===== config.mk =====
export PLATFORM = sky130hd
export DESIGN_NAME = cache_control_flat
export DESIGN_NICKNAME = d
export VERILOG_FILES = /design/src/rtl/cache_control_pkg.sv /design/src/rtl/cache_control_if.sv /design/src/rtl/cache_perf_counter.sv /design/src/rtl/cache_control.sv /design/src/flat_wrapper.sv
export SDC_FILE = /design/constraint.sdc
export NUM_CORES = 1
export LEC_CHECK = 0
export ABC_AREA = 1
export CORE_MARGIN = 2
export CORE_UTILIZATION = 27
export CTS_CLUSTER_DIAMETER = 100
export DETAILED_ROUTE_END_ITERATION = 8
export HOLD_SLACK_MARGIN = 0.03
export PLACE_DENSITY = 0.55
export SETUP_SLACK_MARGIN = 0.4
export SLEW_MARGIN = 20
export SYNTH_ARGS = -nofsm -noshare
export SYNTH_HDL_FRONTEND = slang
export SYNTH_SLANG_ARGS = --single-unit

===== constraint.sdc =====
create_clock -name clk -period 4.33 [get_ports clk]
set_clock_uncertainty 0.15 [all_clocks]
set_input_delay 0.866 -clock clk [delete_from_list [all_inputs] [get_ports clk]]
set_output_delay 0.866 -clock clk [all_outputs]
set_load 0.1 [all_outputs]

===== src/rtl/cache_control_pkg.sv =====
// Shared types and encodings for the L1 cache controller.
// Holds the FSM state enum and the datapath mux select codes.
package cache_types_pkg;

   typedef enum logic [1:0] {S_HIT, S_WB, S_FILL} cache_state_t;

   localparam logic [1:0] ADDR_CPU  = 2'b00;
   localparam logic [1:0] ADDR_TAG0 = 2'b01;
   localparam logic [1:0] ADDR_TAG1 = 2'b10;

   localparam logic DIN_PMEM = 1'b0;
   localparam logic DIN_CPU  = 1'b1;

endpackage


===== src/rtl/cache_control_if.sv =====
// CPU, physical-memory and datapath handshake bundle for the cache controller.
// master = controller side, slave = CPU/memory/datapath side.
interface cache_control_if;

   logic       mem_read;
   logic       mem_write;
   logic       mem_resp;
   logic       pmem_read;
   logic       pmem_write;
   logic       pmem_resp;
   logic       hit0;
   logic       hit1;
   logic       dirty0;
   logic       dirty1;
   logic       lru_out;
   logic       load_valid0;
   logic       load_valid1;
   logic       load_dirty0;
   logic       load_dirty1;
   logic       load_tag0;
   logic       load_tag1;
   logic       load_data0;
   logic       load_data1;
   logic       load_lru;
   logic [1:0] addr_sel;
   logic       datain_sel;

   modport master (
      input  mem_read, mem_write, pmem_resp, hit0, hit1, dirty0, dirty1, lru_out,
      output mem_resp, pmem_read, pmem_write,
      output load_valid0, load_valid1, load_dirty0, load_dirty1,
      output load_tag0, load_tag1, load_data0, load_data1, load_lru,
      output addr_sel, datain_sel
   );

   modport slave (
      output mem_read, mem_write, pmem_resp, hit0, hit1, dirty0, dirty1, lru_out,
      input  mem_resp, pmem_read, pmem_write,
      input  load_valid0, load_valid1, load_dirty0, load_dirty1,
      input  load_tag0, load_tag1, load_data0, load_data1, load_lru,
      input  addr_sel, datain_sel
   );

endinterface


===== src/rtl/cache_perf_counter.sv =====
// Saturating event counter with synchronous active-high reset.
module cache_perf_counter #(
   parameter int unsigned CNT_WIDTH = 32
) (
   input  logic                 clk,
   input  logic                 rst,
   input  logic                 inc_i,
   output logic [CNT_WIDTH-1:0] count_o
);

   logic [CNT_WIDTH-1:0] count_q, count_d;

   always_comb begin
      count_d = count_q;
      if (inc_i && (count_q != {CNT_WIDTH{1'b1}})) begin
         count_d = count_q + 1'b1;
      end
   end

   always_ff @(posedge clk) begin
      if (rst) begin
         count_q <= '0;
      end else begin
         count_q <= count_d;
      end
   end

   assign count_o = count_q;

endmodule


===== src/rtl/cache_control.sv =====
// Control FSM for the 2-way, 8-set write-back L1 cache: hit handling, write-back,
// line fill and saturating hit/miss/write-back counters.
module cache_control
   import cache_types_pkg::*;
#(
   parameter int unsigned CNT_WIDTH = 32
) (
   input  logic                 clk,
   input  logic                 rst,
   cache_control_if.master      bus,
   output logic [CNT_WIDTH-1:0] hit_count,
   output logic [CNT_WIDTH-1:0] miss_count,
   output logic [CNT_WIDTH-1:0] wb_count
);

   cache_state_t state_q, state_d;

   logic req;
   logic live;
   logic victim_dirty;
   logic hit_inc, miss_inc, wb_inc;

   assign req          = bus.mem_read | bus.mem_write;
   assign victim_dirty = bus.lru_out ? bus.dirty1 : bus.dirty0;
   // Loads and completion are suppressed while reset is held so no partial line is committed.
   assign live         = ~rst;

   always_comb begin
      state_d         = state_q;
      hit_inc         = 1'b0;
      miss_inc        = 1'b0;
      wb_inc          = 1'b0;
      bus.mem_resp    = 1'b0;
      bus.pmem_read   = 1'b0;
      bus.pmem_write  = 1'b0;
      bus.load_valid0 = 1'b0;
      bus.load_valid1 = 1'b0;
      bus.load_dirty0 = 1'b0;
      bus.load_dirty1 = 1'b0;
      bus.load_tag0   = 1'b0;
      bus.load_tag1   = 1'b0;
      bus.load_data0  = 1'b0;
      bus.load_data1  = 1'b0;
      bus.load_lru    = 1'b0;
      bus.addr_sel    = ADDR_CPU;
      bus.datain_sel  = DIN_PMEM;

      unique case (state_q)
         S_HIT: begin
            if (req) begin
               if (bus.hit0 | bus.hit1) begin
                  bus.mem_resp = live;
                  bus.load_lru = live;
                  hit_inc      = 1'b1;
                  // A write (including read+write) merges CPU data into the hitting way.
                  if (bus.mem_write) begin
                     bus.datain_sel = DIN_CPU;
                     if (bus.hit0) begin
                        bus.load_data0  = live;
                        bus.load_dirty0 = live;
                     end else begin
                        bus.load_data1  = live;
                        bus.load_dirty1 = live;
                     end
                  end
               end else begin
                  miss_inc = 1'b1;
                  state_d  = victim_dirty ? S_WB : S_FILL;
               end
            end
         end

         S_WB: begin
            bus.pmem_write = 1'b1;
            bus.addr_sel   = bus.lru_out ? ADDR_TAG1 : ADDR_TAG0;
            if (bus.pmem_resp) begin
               wb_inc  = 1'b1;
               state_d = S_FILL;
            end
         end

         S_FILL: begin
            bus.pmem_read  = 1'b1;
            bus.addr_sel   = ADDR_CPU;
            bus.datain_sel = DIN_PMEM;
            if (bus.pmem_resp) begin
               if (bus.lru_out) begin
                  bus.load_data1  = live;
                  bus.load_tag1   = live;
                  bus.load_valid1 = live;
                  bus.load_dirty1 = live;
               end else begin
                  bus.load_data0  = live;
                  bus.load_tag0   = live;
                  bus.load_valid0 = live;
                  bus.load_dirty0 = live;
               end
               state_d = S_HIT;
            end
         end

         default: state_d = S_HIT;
      endcase
   end

   always_ff @(posedge clk) begin
      if (rst) begin
         state_q <= S_HIT;
      end else begin
         state_q <= state_d;
      end
   end

   cache_perf_counter #(.CNT_WIDTH(CNT_WIDTH)) u_hit_cnt (
      .clk     (clk),
      .rst     (rst),
      .inc_i   (hit_inc),
      .count_o (hit_count)
   );

   cache_perf_counter #(.CNT_WIDTH(CNT_WIDTH)) u_miss_cnt (
      .clk     (clk),
      .rst     (rst),
      .inc_i   (miss_inc),
      .count_o (miss_count)
   );

   cache_perf_counter #(.CNT_WIDTH(CNT_WIDTH)) u_wb_cnt (
      .clk     (clk),
      .rst     (rst),
      .inc_i   (wb_inc),
      .count_o (wb_count)
   );

endmodule


===== src/flat_wrapper.sv =====
// flat-port wrapper written by rule: the top's interface ports become plain ports
module cache_control_flat import cache_types_pkg::*;
#(
   parameter int unsigned CNT_WIDTH = 32
)
  (clk, rst, hit_count, miss_count, wb_count, bus_mem_read, bus_mem_write, bus_pmem_resp, bus_hit0, bus_hit1, bus_dirty0, bus_dirty1, bus_lru_out, bus_mem_resp, bus_pmem_read, bus_pmem_write, bus_load_valid0, bus_load_valid1, bus_load_dirty0, bus_load_dirty1, bus_load_tag0, bus_load_tag1, bus_load_data0, bus_load_data1, bus_load_lru, bus_addr_sel, bus_datain_sel);
  cache_control_if bus_i ();
  input  logic clk;
  input  logic rst;
  output logic [CNT_WIDTH-1:0] hit_count;
  output logic [CNT_WIDTH-1:0] miss_count;
  output logic [CNT_WIDTH-1:0] wb_count;
  input wire logic [$bits(bus_i.mem_read)-1:0] bus_mem_read;
  input wire logic [$bits(bus_i.mem_write)-1:0] bus_mem_write;
  input wire logic [$bits(bus_i.pmem_resp)-1:0] bus_pmem_resp;
  input wire logic [$bits(bus_i.hit0)-1:0] bus_hit0;
  input wire logic [$bits(bus_i.hit1)-1:0] bus_hit1;
  input wire logic [$bits(bus_i.dirty0)-1:0] bus_dirty0;
  input wire logic [$bits(bus_i.dirty1)-1:0] bus_dirty1;
  input wire logic [$bits(bus_i.lru_out)-1:0] bus_lru_out;
  output wire logic [$bits(bus_i.mem_resp)-1:0] bus_mem_resp;
  output wire logic [$bits(bus_i.pmem_read)-1:0] bus_pmem_read;
  output wire logic [$bits(bus_i.pmem_write)-1:0] bus_pmem_write;
  output wire logic [$bits(bus_i.load_valid0)-1:0] bus_load_valid0;
  output wire logic [$bits(bus_i.load_valid1)-1:0] bus_load_valid1;
  output wire logic [$bits(bus_i.load_dirty0)-1:0] bus_load_dirty0;
  output wire logic [$bits(bus_i.load_dirty1)-1:0] bus_load_dirty1;
  output wire logic [$bits(bus_i.load_tag0)-1:0] bus_load_tag0;
  output wire logic [$bits(bus_i.load_tag1)-1:0] bus_load_tag1;
  output wire logic [$bits(bus_i.load_data0)-1:0] bus_load_data0;
  output wire logic [$bits(bus_i.load_data1)-1:0] bus_load_data1;
  output wire logic [$bits(bus_i.load_lru)-1:0] bus_load_lru;
  output wire logic [$bits(bus_i.addr_sel)-1:0] bus_addr_sel;
  output wire logic [$bits(bus_i.datain_sel)-1:0] bus_datain_sel;
  assign bus_i.mem_read = bus_mem_read;
  assign bus_i.mem_write = bus_mem_write;
  assign bus_i.pmem_resp = bus_pmem_resp;
  assign bus_i.hit0 = bus_hit0;
  assign bus_i.hit1 = bus_hit1;
  assign bus_i.dirty0 = bus_dirty0;
  assign bus_i.dirty1 = bus_dirty1;
  assign bus_i.lru_out = bus_lru_out;
  assign bus_mem_resp = bus_i.mem_resp;
  assign bus_pmem_read = bus_i.pmem_read;
  assign bus_pmem_write = bus_i.pmem_write;
  assign bus_load_valid0 = bus_i.load_valid0;
  assign bus_load_valid1 = bus_i.load_valid1;
  assign bus_load_dirty0 = bus_i.load_dirty0;
  assign bus_load_dirty1 = bus_i.load_dirty1;
  assign bus_load_tag0 = bus_i.load_tag0;
  assign bus_load_tag1 = bus_i.load_tag1;
  assign bus_load_data0 = bus_i.load_data0;
  assign bus_load_data1 = bus_i.load_data1;
  assign bus_load_lru = bus_i.load_lru;
  assign bus_addr_sel = bus_i.addr_sel;
  assign bus_datain_sel = bus_i.datain_sel;
  cache_control #(.CNT_WIDTH(CNT_WIDTH)) u_core (.clk(clk), .rst(rst), .bus(bus_i), .hit_count(hit_count), .miss_count(miss_count), .wb_count(wb_count));
endmodule

# Word level (Yosys, flattened, before mapping)
# Cells that the tools add are included.
# classes
add_sub_neg	3
bitwise_logic	3
muxes	42
reduce_logical	5
eq_ne	9
# ops
cell	n
$add A32 B1 Y32 const B	3
$ne A32 B32 Y1 const B	3
$mux W1	32
$mux W2	7
$ne A2 B2 Y1 const B	3
$pmux W2 S3	1
$pmux W1 S2	2
$reduce_and A4 Y1	1
$logic_and A1 B1 Y1	3
$eq A2 B1 Y1 const B	1
$eq A2 B2 Y1 const B	1
$logic_not A2 Y1	1
$ne A2 B1 Y1 const B	1
$or A1 B1 Y1	2
$not A1 Y1	1
# word_totals
word_cells	66
input_bits	10
regBits	98
out_inout_bits	111

# Depth between registers and ports, before layout
# depth
depth_word	6
mapped_depth	11
mapped_depth_nobuf	10

# By module
# A second synthesis with hierarchy kept.
# unflattened
hier_cells	1017
hier_area_um2	6389.9
# modules_own_cells
mod	seq_area_each_um2	area_per_inst_um2	cells_per_inst	instances
cache_perf_counter at u_core.u_hit_cnt ...	640.6	2062.0	324	2
cache_perf_counter at u_core.u_wb_cnt	640.6	1979.4	314	1
cache_control	40.0	286.5	55	1

# Worst setup path after synthesis
# Ideal clock, no wire load.
# synth_timing
path_kind	register to output
from	register u_core.state_q[1]
to	output bus_load_dirty0
stages_incl_launch_ff	7
required_ns	3.314
path_buffers	1
setup_slack_ns	-2.211
arrival_time_ns	5.525
cell_sequence	dfxtp_1 -> inv_1 -> nor2_1 -> nand2_1 -> nor3_1 -> a41o_1 -> buf_4
# synth_via
elab_chain_cells	2
# synth_lines
item	line_no	rtl
from (decl)	cache_control.sv:16	cache_state_t state_q, state_d;
from (signal assigned)	cache_control.sv:110	state_q <= state_d;
$eq A2 B2 Y1 / $logic_not A2 Y1 (equally long branches)	-	
$pmux W1 S2 *	-	
to (decl)	flat_wrapper.sv:26	output wire logic [$bits(bus_i.load_dirty0)-1:0] bus_load_dirty0;
# Every way passes the cells marked *; elsewhere a longest branch is shown, timed or not.

# Final worst setup path
# layout_timing
from	input bus_pmem_resp
to	output bus_load_dirty1
# layout_via
elab_chain_cells	2
# layout_lines
item	line_no	rtl
from (decl)	flat_wrapper.sv:15	input wire logic [$bits(bus_i.pmem_resp)-1:0] bus_pmem_resp;
$mux W1	cache_control.sv:86	if (bus.pmem_resp) begin
$pmux W1 S2	cache_control.sv:48	unique case (state_q)
to (decl)	flat_wrapper.sv:27	output wire logic [$bits(bus_i.load_dirty1)-1:0] bus_load_dirty1;
# Every way passes these cells.

==> flow_metrics.env <==
export IMPL_status="finished clean"
export IMPL_clock_latency_ns=0.36
export IMPL_crit_path_max_fanout=4
export IMPL_gp_congestion=0.875
export IMPL_avgSynthCellArea_um2=6.07
export IMPL_ys_ff_latch=98
export IMPL_drc=0
export IMPL_ioPinCount=121
export IMPL_drive_above_1_share_pct=7.56
export IMPL_synth_compound_area_share_pct=7.32
export IMPL_antenna_found_initial=0
export IMPL_tightestPinTransition_ns=1.02
export IMPL_setup_tns_ns=0
export IMPL_synthMostInstantiatedCell="nand2_1"
export IMPL_grt_max_degree=82
export IMPL_dpl_cell_count=1394
export IMPL_hold_viol_final=0
export IMPL_yosysTopAreaCellShare_pct=31.8
export IMPL_power_density_mw_per_mm2=244
export IMPL_vias=6717
export IMPL_die_w_um=155
export IMPL_r2r_end="u_core.u_miss_cnt.count_o[1]"
export IMPL_syn_num_nets=1030
export IMPL_critPathSlowestCell="clkdlybuf4s50_1"
export IMPL_grt_pass1_wl_um=31500
export IMPL_startpoint_type="input pin"
export IMPL_via_per_inst=4.76
export IMPL_fin_area_mm2=0.00798
export IMPL_critical_path_endpoint="bus_load_dirty1"
export IMPL_crit_type="input pin to output port"
export IMPL_drv_slew=0
export IMPL_synthAdderAreaFrac_pct=0.608
export IMPL_drt_iter0_markers=366
export IMPL_final_antenna_net_count=0
export IMPL_whs_ns=0.356
export IMPL_crit_chain="clkdlybuf4s50_1 > inv_1 > nor3_4 > a31o_4 > buf_12"
export IMPL_crit_arrival_ns=2.35
export IMPL_die_h_um=155
export IMPL_seqCellArea_mm2=0.00196
export IMPL_final_core_util_pct=35.3
export IMPL_peakVddDrop_mv=0.173
export IMPL_synth_flop_cell="dfxtp_1"
export IMPL_grt_overflow_total=0
export IMPL_reg2reg_slack_ns=1.73
export IMPL_timing_final_ws_setup_ns=0.962
export IMPL_rsz0062_at_grt="no"
export IMPL_wl_per_cell_um=13.5
export IMPL_post_dp_cell_area_mm2=0.00767
export IMPL_synth_mux_area_share_pct=0
export IMPL_port_buffers=120
export IMPL_synthCells=1017
export IMPL_worst_path_buf_inv=3
export IMPL_post_cts_buffers=0
export IMPL_syn2layout_area_growth_pct=29.3
export IMPL_hpwl_um=14300
export IMPL_critical_path_startpoint="bus_pmem_resp"
export IMPL_synth_simple_gate_area_share_pct=50.1
export IMPL_row_count=55
export IMPL_post_place_ws_ns=0.962
export IMPL_cp_depth=5
export IMPL_die_area_mm2=0.0241
export IMPL_clock_path_buffers=2
export IMPL_cts_root_buf="clkbuf_16"
export IMPL_drt_wl_total_um=19100
export IMPL_cts_tree="done"
export IMPL_reg2regPathDepth=10
export IMPL_first_pass_iters=5
export IMPL_setup_viol=0
export IMPL_multiInputGateArea_mm2=0.00372
export IMPL_nets=1133
export IMPL_syn_area_mm2=0.00617
export IMPL_hold_path_class="register to register"
export IMPL_cts_resized=0
export IMPL_post_route_min_period_ns=3.37
export IMPL_synth_commonest_cells="279 x nand2_1, 235 x nor2_1, 98 x dfxtp_1, 96 x nand3_1, 88 x inv_1"
export IMPL_fill_cells=2482
export IMPL_required_ns=3.31
export IMPL_synth_top_area_cell="dfxtp_1"
export IMPL_min_from="u_core.u_hit_cnt.count_o[1]"
export IMPL_diodes=0
export IMPL_synth_area_leaders="dfxtp_1 32%, nand2_1 17%, nor2_1 14%"
export IMPL_core_area_mm2=0.0226
export IMPL_synth_cell_type_count=37
export IMPL_yosys_warnings=0
export IMPL_relSlewSlack_pct=32.0
export IMPL_synth_top_family_by_area="simple AND/OR/NAND/NOR gates"
export IMPL_final_cells=1410
export IMPL_max_freq_mhz=297
export IMPL_p_total_mw=1.94
export IMPL_crit_path_end_kind="output port"
export IMPL_synth_xor_area_share_pct=1.14
export IMPL_p_leak_nw=2.95
export IMPL_start_util_pct=27.3
export IMPL_crit_path_max_incr_delay_ns=0.60
export IMPL_seq_area_frac_synth_pct=31.8
export IMPL_cts_sinks=98
export IMPL_crit_family="buffers and inverters"
export IMPL_synth_edf_count=0
export IMPL_h_tree_depth=3
export IMPL_holdBufCountCts=0
export IMPL_max_cap_violations=0
export IMPL_rr_startpoint="u_core.u_miss_cnt.count_o[0]"
export IMPL_grt_pass1_vias=6043
export IMPL_grt_util_all_layers_pct=16.1
export IMPL_numCtsBuffers=9
export IMPL_finalCritPeriodShare_pct=77.8
export IMPL_clkTransAtPathRegs_ns=0.07
export IMPL_synthArstFlopShare_pct=0
[kinds of logic after synthesis]
group	after synthesis
AO/OA/AOI/OAI	86
AND/OR/NAND/NOR	699
adder cells (fa/ha/maj)	3
XOR/XNOR	8
flip-flops	98
buffers and inverters	123
[metal layers]
layer / routed length, um / up-vias / global-route usage (%)
met4: 293 / 0 / 4.33
met3: 1250 / 19 / 3.34
met5: 0 / - / 0
met1: 9350 / 3016 / 23.1
met2: 8200 / 208 / 24.6
li1: - / 3474 / -
[worst min path at each step]
stage	end	slack (ns)	cells after the start
floorplan	u_core.state_q[1]	0.51	2
global placement	u_core.u_hit_cnt.count_o[1]	0.34	2
detailed placement	u_core.u_hit_cnt.count_o[1]	0.35	2
CTS	u_core.u_hit_cnt.count_o[1]	0.36	2
global route	u_core.u_hit_cnt.count_o[1]	0.39	2
finish	u_core.u_hit_cnt.count_o[1]	0.36	2
[registers in the layout, indices dropped and copies added, names as in the netlist]
register	count
u_core.u_hit_cnt.count_o	32
u_core.u_wb_cnt.count_o	32
u_core.state_q	2
u_core.u_miss_cnt.count_o	32
[cell usage in the layout, fill, tap and decap left out, drive strengths merged, types with 3 or more instances in the layout]
cell           instances
inv                   90
ha                     3
o21ai                  3
nor3                   9
xor2                   7
nand3b                 5
clkbuf                11
and2                   3
nor2                 254
dfxtp                 98
nand3                105
clkinv                 4
buf                   19
nand2                288
nand4                 33
clkdlybuf4s50        105
a21oi                 73
a31oi                  7
[power by group]
| part | switching (mW) | total (mW) | leakage [nW] | internal, mW |
|---|---|---|---|---|
| clock network | 0.369 | 0.846 | 0.151 | 0.477 |
| logic | 0.134 | 0.185 | 2.01 | 0.0509 |
| registers | 0.00710 | 0.912 | 0.790 | 0.905 |
[layout make-up]
type	instances	area share (%)
repair buffers	124	16.2
clock buffers	11	3.17
well taps	285	4.47
inverters	91	4.30
clock inverters	5	0.659
flip-flops and latches	98	24.6
multi-input cells	796	46.6
[worst min-delay path, delay by kind of cell, from the launching register on]
family | cells | cell delay [ns]
AND/OR/NAND/NOR | 1 | 0.07
AO/OA/AOI/OAI | 1 | 0.05
flip-flops | 1 | 0.34
No activity file was read; power rests on OpenSTA's default activity.
